<file path="src/rtl/prefetch_ctrl.sv">
// Instruction prefetch request generator. Tracks the linear fetch pointer and the
// bytes remaining before the CS limit, issues page/limit-clipped icache read requests,
// throttles on prefetch FIFO occupancy and signals a one-shot limit event.
module prefetch_ctrl #(
   parameter int unsigned FIFO_USED_W     = 5,
   parameter int unsigned FIFO_HIGH_WATER = 12
) (
   input  logic                   clk,
   input  logic                   rst_n,
   input  logic                   pr_reset,
   input  logic [31:0]            restart_eip,
   input  logic [31:0]            cs_base,
   input  logic [31:0]            cs_limit,
   input  logic                   cache_disable_in,
   input  logic [FIFO_USED_W-1:0] prefetchfifo_used,
   output logic                   icacheread_do,
   output logic [31:0]            icacheread_address,
   output logic [4:0]             icacheread_length,
   output logic                   icacheread_cache_disable,
   input  logic                   prefetched_do,
   input  logic [4:0]             prefetched_length,
   output logic                   limit_signal_do
);

   localparam logic [FIFO_USED_W:0] HighWater = FIFO_HIGH_WATER[FIFO_USED_W:0];

   typedef enum logic {StStopped = 1'b0, StRun = 1'b1} state_t;

   state_t      state;
   logic [31:0] lin_addr;
   logic [32:0] limit_rem;   // 33 bits: eip=0 with limit=FFFFFFFF leaves 2^32 bytes
   logic        limit_sent;

   logic [12:0] page_rem;
   logic [4:0]  len_page;
   logic [32:0] ack_len;

   assign ack_len = {28'd0, prefetched_length};

   // Request length: never crosses a 4 KB page or the CS limit, capped at 16 bytes.
   always_comb begin
      page_rem          = 13'd4096 - {1'b0, lin_addr[11:0]};
      len_page          = (page_rem < 13'd16) ? page_rem[4:0] : 5'd16;
      icacheread_length = (limit_rem < {28'd0, len_page}) ? limit_rem[4:0] : len_page;
   end

   // Request valid and pass-through outputs.
   always_comb begin
      icacheread_do = (state == StRun) && !pr_reset && (limit_rem != 33'd0) &&
                      ({1'b0, prefetchfifo_used} < HighWater);
      icacheread_address       = lin_addr;
      icacheread_cache_disable = cache_disable_in;
   end

   // Fetch pointer, limit accounting and RUN/STOPPED control; pr_reset beats acks.
   always_ff @(posedge clk or negedge rst_n) begin
      if (!rst_n) begin
         state           <= StStopped;
         lin_addr        <= 32'd0;
         limit_rem       <= 33'd0;
         limit_sent      <= 1'b0;
         limit_signal_do <= 1'b0;
      end else if (pr_reset) begin
         state           <= StRun;
         lin_addr        <= cs_base + restart_eip;
         limit_rem       <= (restart_eip > cs_limit) ? 33'd0 :
                            {1'b0, cs_limit} - {1'b0, restart_eip} + 33'd1;
         limit_sent      <= 1'b0;
         limit_signal_do <= 1'b0;
      end else begin
         limit_signal_do <= 1'b0;
         if (state == StRun) begin
            if (prefetched_do) begin
               lin_addr  <= lin_addr + {27'd0, prefetched_length};
               // Over-delivery past the limit is a protocol error; saturate rather than wrap.
               limit_rem <= (ack_len > limit_rem) ? 33'd0 : limit_rem - ack_len;
            end
            if ((limit_rem == 33'd0) && !limit_sent) begin
               limit_signal_do <= 1'b1;
               limit_sent      <= 1'b1;
               state           <= StStopped;
            end
         end
      end
   end

endmodule

</file>
<file path="config.mk">
export PLATFORM = sky130hd
export DESIGN_NAME = prefetch_ctrl
export DESIGN_NICKNAME = d
export VERILOG_FILES = /design/src/rtl/prefetch_ctrl.sv
export SDC_FILE = /design/constraint.sdc
export NUM_CORES = 1
export LEC_CHECK = 0
export ABC_AREA = 1
export CORE_MARGIN = 2
export CORE_UTILIZATION = 45
export CTS_CLUSTER_SIZE = 20
export DETAILED_ROUTE_END_ITERATION = 7
export DONT_BUFFER_PORTS = 1
export HOLD_SLACK_MARGIN = 0.1
export MAX_ROUTING_LAYER = met4
export PLACE_DENSITY_LB_ADDON = 0.15
export RECOVER_POWER = 100
export SETUP_SLACK_MARGIN = 0.05
export SLEW_MARGIN = 20
export SYNTH_ARGS = -nofsm -noshare
export SYNTH_HDL_FRONTEND = slang
export SYNTH_SLANG_ARGS = --single-unit
</file>
<file path="constraint.sdc">
create_clock -name clk -period 2.6 [get_ports clk]
set_input_delay 0.52 -clock clk [delete_from_list [all_inputs] [get_ports clk]]
set_output_delay 0.52 -clock clk [all_outputs]
set_load 0.01 [all_outputs]
</file>
# After elaboration in Yosys (flattened, before gate mapping)
# Index checks and enable logic that the tools add are counted.
[op_classes] reduce_logical=13 addsub=6 order_cmp=5 n_shift=0 muxes=19 eq_ne=0 mul=0 bitwise_logic=0 div=0
[ops] operator="two-way mux 33 bit" n=5
[ops] operator="two-way mux 32 bit" n=3
[ops] operator="adder 33 x 1 -> 33 bit (second input constant)" n=1
[ops] operator="> comparator 5 x 33 -> 1 bit" n=1
[ops] operator="zero test 33 bit" n=1
[ops] operator="< comparator 33 x 5 -> 1 bit" n=1
[ops] operator="nonzero test 33 bit" n=1
[ops] operator="subtractor 32 x 32 -> 33 bit" n=1
[ops] operator="subtractor 33 x 5 -> 33 bit" n=1
[ops] operator="adder 32 bit" n=1
[ops] operator="adder 32 x 5 -> 32 bit" n=1
[ops] operator="> comparator 32 bit" n=1
[ops] operator="< comparator 13 x 5 -> 1 bit (second input constant)" n=1
[ops] operator="subtractor 13 x 12 -> 13 bit (first input constant)" n=1
[ops] operator="two-way mux 5 bit" n=2
[ops] operator="two-way mux 1 bit" n=9
[ops] operator="nonzero test 2 bit" n=3
[ops] operator="< comparator 5 x 4 -> 1 bit (second input constant)" n=1
[ops] operator="logical AND 1 bit" n=4
[ops] operator="AND reduction 2 bit" n=2
[ops] operator="zero test 1 bit" n=2
[word_totals] romBits=0 ramBits=0 wordCells=48 n_memories=0 inputBits=111 latchBits=0 output_inout_bits=40 ff_bits=68

# Logic depth before layout (Yosys ltp)
# Gate-level depths: netlist of the first run.
[logic_depth] ltp_word=5 mapped_depth=19 mapped_depth_nobuf=18

# Worst setup path after synthesis of the first run
# Ideal clock, no wire load.
[synth_path] kind="reg2out" startpoint="register lin_addr[1], in the netlist icacheread_address[1]" endpoint="output icacheread_length[0]" path_slack_ns=-0.451 arrival_time_ns=2.531 t_required_ns=2.080 n_path_buf=0 stages_incl_launch_ff=16 cell_sequence="dfrtp_1 -> inv_1 -> ha_1 -> inv_1 -> nor2_1 -> nand3_1 -> nand2_1 -> nand2_1 -> nor3_1 -> inv_1 -> ha_1 -> a21oi_1 -> o21ai_0 -> nor4_1 -> nand2_2 -> o21ai_0"
[synth_between] elab_chain_len=5
[synth_lines] element="start: declaration" line_no="30" text="logic [31:0] lin_addr;"
[synth_lines] element="start signal: assignment" line_no="65" text="lin_addr <= cs_base + restart_eip;"
[synth_lines] element="start signal: assignment" line_no="74" text="lin_addr <= lin_addr + {27'd0, prefetched_length};"
[synth_lines] element="subtractor 13 x 12 -> 13 bit (*)" line_no="42" text="page_rem = 13'd4096 - {1'b0, lin_addr[11:0]};"
[synth_lines] element="< comparator 13 x 5 -> 1 bit" line_no="43" text="len_page = (page_rem < 13'd16) ? page_rem[4:0] : 5'd16;"
[synth_lines] element="two-way mux 5 bit (*)" line_no="43"
[synth_lines] element="< comparator 33 x 5 -> 1 bit" line_no="44" text="icacheread_length = (limit_rem < {28'd0, len_page}) ? limit_rem[4:0] : len_page;"
[synth_lines] element="two-way mux 5 bit (*)" line_no="44"
[synth_lines] element="end: declaration" line_no="18" text="output logic [4:0] icacheread_length,"
# Mark *: on every way between the ends. The rest lies on a longest branch, timed or not.

# Final worst setup path of the first run
[layout_path] startpoint="register lin_addr[0], in the netlist icacheread_address[0]" endpoint="output icacheread_length[4]"
# Same word-level chain as after synthesis.

==> results of run 1 <==
==> state kept, by name (all words and copies together) (netlist names) <==
register / cells
limit_signal_do: 1
state: 1
limit_rem: 33
limit_sent: 1
icacheread_address: 32
==> worst min-delay path by stage <==
stage,startpoint,endpoint,slack [ps],depth (start not counted)
CTS,pr_reset,icacheread_address[26],350,2
floorplan,rst_n,icacheread_address[0],220,0
detailed placement,rst_n,limit_rem[23],230,0
global placement,rst_n,limit_rem[29],230,0
global route,pr_reset,limit_rem[31],370,2
finish,pr_reset,icacheread_address[0],360,2
==> per-stage QoR <==
step | hold WS, ps | total power, mW | instances | setup WS (ps)
after floorplan | 224 | 3.96 | 1926 | -231
after global placement | 226 | 4.97 | 2324 | -277
after detailed placement | 226 | 5.01 | 2324 | -325
after CTS | 352 | 6.42 | 2345 | -611
after global routing | 366 | 7.05 | 2347 | -782
final | 362 | 6.51 | 2347 | -638
==> final cells by class <==
class                           instances  area [um^2]
Fill cell                            2716        12000
Multi-Input combinational cell       1505         8490
Sequential cell                        68         1710
Inverter                              324         1220
Timing Repair Buffer                  104          793
Tap cell                              330          413
Clock buffer                           11          253
Clock inverter                          5         60.1
==> worst max-delay path, stage by stage (launching register included) <==
cell,delay (ps)
dfrtp_1,390
inv_2,80
ha_4,140
inv_2,40
nor2_4,110
nand3_2,80
nand3_2,90
nor2_4,40
nand2_4,80
inv_2,60
ha_1,320
a21oi_2,180
o21ai_2,70
nor4_2,230
buf_4,210
nand2_8,80
o21ai_2,180
==> Yosys cell counts (17+ instances only) <==
cell | n | share of area
a21oi_1 | 130 | 0.058
a21oi_2 | 24 | 0.019
dfrtp_1 | 68 | 0.15
ha_1 | 141 | 0.16
inv_1 | 322 | 0.11
nand2_1 | 581 | 0.19
nand3_1 | 143 | 0.063
nand3b_1 | 17 | 0.011
nand4_1 | 30 | 0.017
nor2_1 | 216 | 0.072
nor3_1 | 23 | 0.010
o21ai_0 | 75 | 0.033
xor2_1 | 39 | 0.030
==> metal layers <==
layer	wire length, um	vias to the layer above	track usage
li1	-	6319	-
met1	17700	5558	0.401
met2	16300	386	0.445
met3	3330	51	0.0637
met4	1120	0	0.0889
met5	0	-	-
==> power groups by stage <==
| stage | Clock, mW | Combinational (mW) | Sequential, mW |
|---|---|---|---|
| 2_1_floorplan | 0 | 2.35 | 1.61 |
| 3_3_place_gp | 0 | 3.33 | 1.64 |
| 3_5_place_dp | 0 | 3.36 | 1.65 |
| 4_1_cts | 1.33 | 3.44 | 1.64 |
| 5_1_grt | 1.36 | 3.99 | 1.69 |
| 6_report | 1.31 | 3.54 | 1.66 |
==> cells by family after synthesis <==
group | Yosys count | synth area share
fa+ha+maj | 145 | 0.163
simple gates | 1037 | 0.388
compound gates | 272 | 0.136
xor+xnor | 50 | 0.0387
buf+inv | 354 | 0.123
flops | 68 | 0.150
==> repair_timing <==
action | CTS | global route
pin swaps | 4 | 12
hold endpoints to repair | 68 | 0
endpoints found under the setup margin | 6 | 18
cloned | 1 | 0
hold buffers | 2 | 0
gates resized for setup | 16 | 39
buffers inserted | 2 | 2
==> layout by cell type (no fill, tap or decap), drive strengths merged <==
cell         instances
nand2              589
nand3b              17
nor2               225
o211ai               1
dfrtp               68
dlygate4sd3          1
o21a                 6
bufinv               1
xnor2               11
fa                   4
a211oi               1
a21boi               3
o21bai               9
a31oi               15
inv                324
clkbuf              11
clkinv               3
a21o                 3
clkinvlp             1
ha                 141
nor4                 6
buf                103
nand4               30
a21oi              154
and2                 1
nor3b                1
xor2                39
o21ai               78
a22oi                2
nor3                26
nand3              143
==> out/qor.csv, run 1 <==
metric,value,unit
timing.rr.start,icacheread_address[0],
syn2layout_area_growth,14.4,%
p_int,3.43,mW
final_hold_viol_count,0,
fin_area,12900,um^2
drv_slew,69,
hp-class,input port to register,
io_pins,151,
h-tree-depth,3,
skew,7.61,ps
p_sw_frac,0.473,
via_count,12300,
firstDrtPassIters,5,
cts_tree,built,
worstRegToRegCells,14,
r2r_slack,280,ps
place_area,12300,um^2
grt_pass1_wl,60.0,mm
critPathCaptureType,output pin,
fin_util,0.520,
antenna_cells,0,
min_period_over_period,1.25,
pwr-share-clk,0.201,
numPortBuffers,0,
synth_seq_cells,68,
relSlewSlack,-0.0730,
rsz0062_at_grt,true,
path_max_fanout,5,
dieWidth,163,um
drcViolationCount,0,
wirelength,38.4,mm
worst_pin_slew,1610,ps
grt_max_degree,69,
drtAntennaViolNets,0,
ys_async_sr_fraction,1.00,
clock_sinks,68,
fin_crit,3240,ps
synth_edf_count,0,
power_density,503,nW/um^2
avgSynthCellArea,5.87,um^2
placementRows,58,
globalplace.congestion,0.977,
die_y,163,um
ys_seq_area_frac,0.150,
ys_warn_count,0,
die_area,26400,um^2
syn_area,11300,um^2
cp.required,2080,ps
setup.worst_path.start,icacheread_address[0],
outcome,finished with violations,
crit_type,register to output pin,
power_frac_comb,0.544,
layout.nets,2268,
p_sw,3.08,mW
reg2reg_to,icacheread_address[24],
fmax,0.309,GHz
crit_end,icacheread_length[4],
wl_per_cell,16.4,um
setup_ws,-638,ps
ys.flop_type,dfrtp_1,
p_leak,7.15,nW
start_util,0.454,
clk_path_buf_depth,2,
syn_nets,2182,
track_usage,0.297,
peakVddDrop,0.361,mV
cts_root_buffer,clkbuf_16,
grt_pass1_vias,11400,
critPathLaunchType,register,
insertion_delay,340,ps
grt_overflow,0,
synth_cell_types,45,
core,24900,um^2
power_frac_seq,0.255,
synth_cells,1926,
setup_tns,-3160,ps
drive_gt1_frac,0.109,
clkTransAtPathRegs,60,ps
setup_viol,5,
place_hpwl,32.4,mm
cts-buffers-inserted,9,
cp.arrival,2720,ps
via_per_inst,5.25,
antenna_found_initial,0,
cap_violations,1,
violations,"max-capacitance violations, max-slew violations, negative setup slack",
drt_iter0_markers,898,
No activity file was read; power rests on OpenSTA's default activity.
==> run 2, diff against run 1 <==
- SLEW_MARGIN: 20 -> not set
==> results of run 2 <==
The final DEF is identical to that of run 1; final timing and power are the same.
==> run 3, diff against run 2 <==
==> constraint.sdc (replaced) <==
create_clock -name clk -period 2.9 [get_ports clk]
set_input_delay 0.58 -clock clk [delete_from_list [all_inputs] [get_ports clk]]
set_output_delay 0.58 -clock clk [all_outputs]
set_load 0.1 [all_outputs]
==> run 3 against run 2 <==
- global-route usage grew 0.077 points
- critical path depth grew 1
- die area is the same
- first-iteration DRC count grew 11%
- the flow still finishes with violations (max-capacitance violations, max-slew violations, negative setup slack)
- worst setup slack gained 28 ps
- clock power shrank 15%
- largest cell class unchanged
- wire length grew 0.90%
==> out/qor.csv, run 3 (same netlist as run 1, synthesis figures left out) <==
metric,value,unit,change
die_area,26400,um^2,unchanged
drcViolationCount,0,,unchanged
insertion_delay,340,ps,about the same
h-tree-depth,3,,unchanged
p_sw_frac,0.532,,was 0.473
grt_max_degree,78,,was 69
outcome,finished with violations,,unchanged
wirelength,38.8,mm,was 38.4 mm
crit_top_cell,nand2_4,,was inv_2
grt_pass1_vias,11200,,was 11400
relSlewSlack,-0.244,,was -0.0730
track_usage,0.297,,about the same
p_int,2.97,mW,was 3.43 mW
final_hold_viol_count,0,,unchanged
wl_per_cell,16.7,um,was 16.4 um
layout.nets,2244,,was 2268
firstDrtPassIters,5,,unchanged
syn2layout_area_growth,12.8,%,was 14.4%
p_leak,6.94,nW,was 7.15 nW
drv_slew,161,,was 69
placementRows,58,,unchanged
antenna_cells,0,,unchanged
cp.arrival,2930,ps,was 2720 ps
violations,"max-capacitance violations, max-slew violations, negative setup slack",,unchanged
crit_type,register to output pin,,unchanged
clkTransAtPathRegs,60,ps,about the same
via_count,12300,,about the same
path_max_fanout,5,,unchanged
drt_iter0_markers,994,,was 898
start_util,0.454,,unchanged
critPathCaptureType,output pin,,unchanged
hold_path_startpoint,pr_reset,,unchanged
drive_gt1_frac,0.0828,,was 0.109
p_sw,3.38,mW,was 3.08 mW
fmax,0.285,GHz,
grt-busiest-layer,met2,,unchanged
dieWidth,163,um,unchanged
power_frac_comb,0.597,,was 0.544
core,24900,um^2,unchanged
cts-buffers-inserted,9,,unchanged
cp.required,2320,ps,was 2080 ps
via_per_inst,5.32,,was 5.25
top_register,limit_rem,,unchanged
place_hpwl,32.2,mm,was 32.4 mm
antenna_found_initial,0,,unchanged
groute.layer.met1.usage,0.412,,was 0.401
setup_ws,-610,ps,was -638 ps
final_common_cell,nand2_1,,unchanged
cts_tree,built,,unchanged
cts_root_buffer,clkbuf_16,,unchanged
io_pins,151,,unchanged
clock_sinks,68,,unchanged
use_met3,0.0570,,was 0.0637
hp-class,input port to register,,unchanged
power_density,499,nW/um^2,was 503 nW/um^2
grt_pass1_wl,60.4,mm,was 60.0 mm
setup_viol,30,,was 5
critPathLaunchType,register,,unchanged
crit_family,simple AND/OR/NAND/NOR gates,,unchanged
min_period_over_period,1.21,,
setup.worst_path.start,icacheread_address[0],,unchanged
worst_pin_slew,1870,ps,was 1610 ps
largest_reg_flops,33,,unchanged
clk_path_buf_depth,2,,unchanged
die_y,163,um,unchanged
crit_chain,inv_4 -> ha_4 -> inv_2 -> nor2_4 -> nand3_2 -> nand2_2 -> nand2_4 -> nor3_4 -> inv_2 -> ha_4 -> nand2_4 -> nor4_4 -> nand3_2 -> nand2_4 -> nor2_4 -> a21oi_4 -> buf_12,,was inv_2 -> ha_4 -> inv_2 -> nor2_4 -> nand3_2 -> nand3_2 -> nor2_4 -> nand2_4 -> inv_2 -> ha_1 -> a21oi_2 -> o21ai_2 -> nor4_2 -> buf_4 -> nand2_8 -> o21ai_2
numPortBuffers,0,,unchanged
rsz0062_at_grt,true,,unchanged
critPathBufInv,4,,unchanged
fin_util,0.512,,was 0.520
grt_overflow,0,,unchanged
holdWs,387,ps,was 362 ps
worst_path_max_delay_cell,dfrtp_4,,was dfrtp_1
grt_use_met2,0.450,,was 0.445
peakVddDrop,0.333,mV,was 0.361 mV
max_stage_delay,490,ps,was 390 ps
skew,13.6,ps,was 7.61 ps
drtAntennaViolNets,0,,unchanged
timing.rr.start,icacheread_address[2],,was icacheread_address[0]
globalplace.congestion,0.960,,was 0.977
cap_violations,4,,was 1
fin_crit,3510,ps,
pwr-share-clk,0.177,,was 0.201
power_frac_seq,0.226,,was 0.255
final_cell_mix,"573 x nand2_1, 317 x inv_1, 211 x nor2_1, 137 x nand3_1, 137 x ha_1",,"was 573 x nand2_1, 316 x inv_1, 208 x nor2_1, 138 x ha_1, 135 x nand3_1"
[run 3: path summary, 6_finish.rpt]
kind	endpoint	slack [ps]	cells past startpoint
hold / removal	state	390	2
max in group asynchronous	icacheread_address[0]	790	1
hold reg to reg	limit_sent	530	2
setup / recovery	icacheread_length[1]	-610	17
min in group asynchronous	limit_rem[27]	730	1
setup reg to reg	icacheread_address[14]	-330	11
[run 3: worst reg2reg max path: stages, from the launching register on]
cell,delay (ps)
dfrtp_2,400
clkbuf_1,930
ha_1,470
nand3_1,120
nand2_1,100
a21boi_1,480
nor2_2,140
xor2_1,170
nand2_1,100
o21ai_0,80
nand2_1,60
nand2_1,70
[run 3: routing by layer]
layer | vias to the layer above | share of wire | routed length, um
li1 | 6267 | - | -
met5 | - | 0 | 0
met1 | 5649 | 0.47 | 18300
met4 | 0 | 0.018 | 686
met2 | 391 | 0.43 | 16600
met3 | 40 | 0.083 | 3200
[run 3: per-stage QoR]
step	cells	setup slack [ps]	instance area, um^2	setup TNS [ps]	power [mW]
final	2323	-610	12800	-7640	6.36
after global routing	2323	-764	12800	-13410	6.83
after CTS	2320	-728	12800	-3550	6.31
after detailed placement	2295	-410	12300	-1870	5.10
after global placement	2295	-327	12300	-1510	5.06
after floorplan	1926	-700	11400	-3440	4.17
[run 3: cell type report]
| type | count | area [um^2] |
|---|---|---|
| clock buffers | 11 | 233 |
| clock inverters | 5 | 53.8 |
| multi-input cells | 1505 | 8520 |
| flip-flops and latches | 68 | 1720 |
| fillers | 2623 | 12100 |
| repair buffers | 80 | 578 |
| well taps | 330 | 413 |
| inverters | 324 | 1230 |
[run 3: power by group through the flow]
stage / Combinational, mW / Clock, mW / Sequential (mW)
after floorplan: 2.14 / 0 / 2.03
after global placement: 3.63 / 0 / 1.43
after detailed placement: 3.67 / 0 / 1.44
after CTS: 3.74 / 1.14 / 1.43
after global routing: 4.20 / 1.16 / 1.47
final: 3.80 / 1.12 / 1.44
[run 3: repair_timing]
item,4_1_cts,5_1_grt
hold buffers,1,0
resized for setup,14,27
buffers inserted,7,3
endpoints found under the setup margin,5,11
endpoints found under the hold margin,68,0
pin swaps,13,18
cloned,1,0
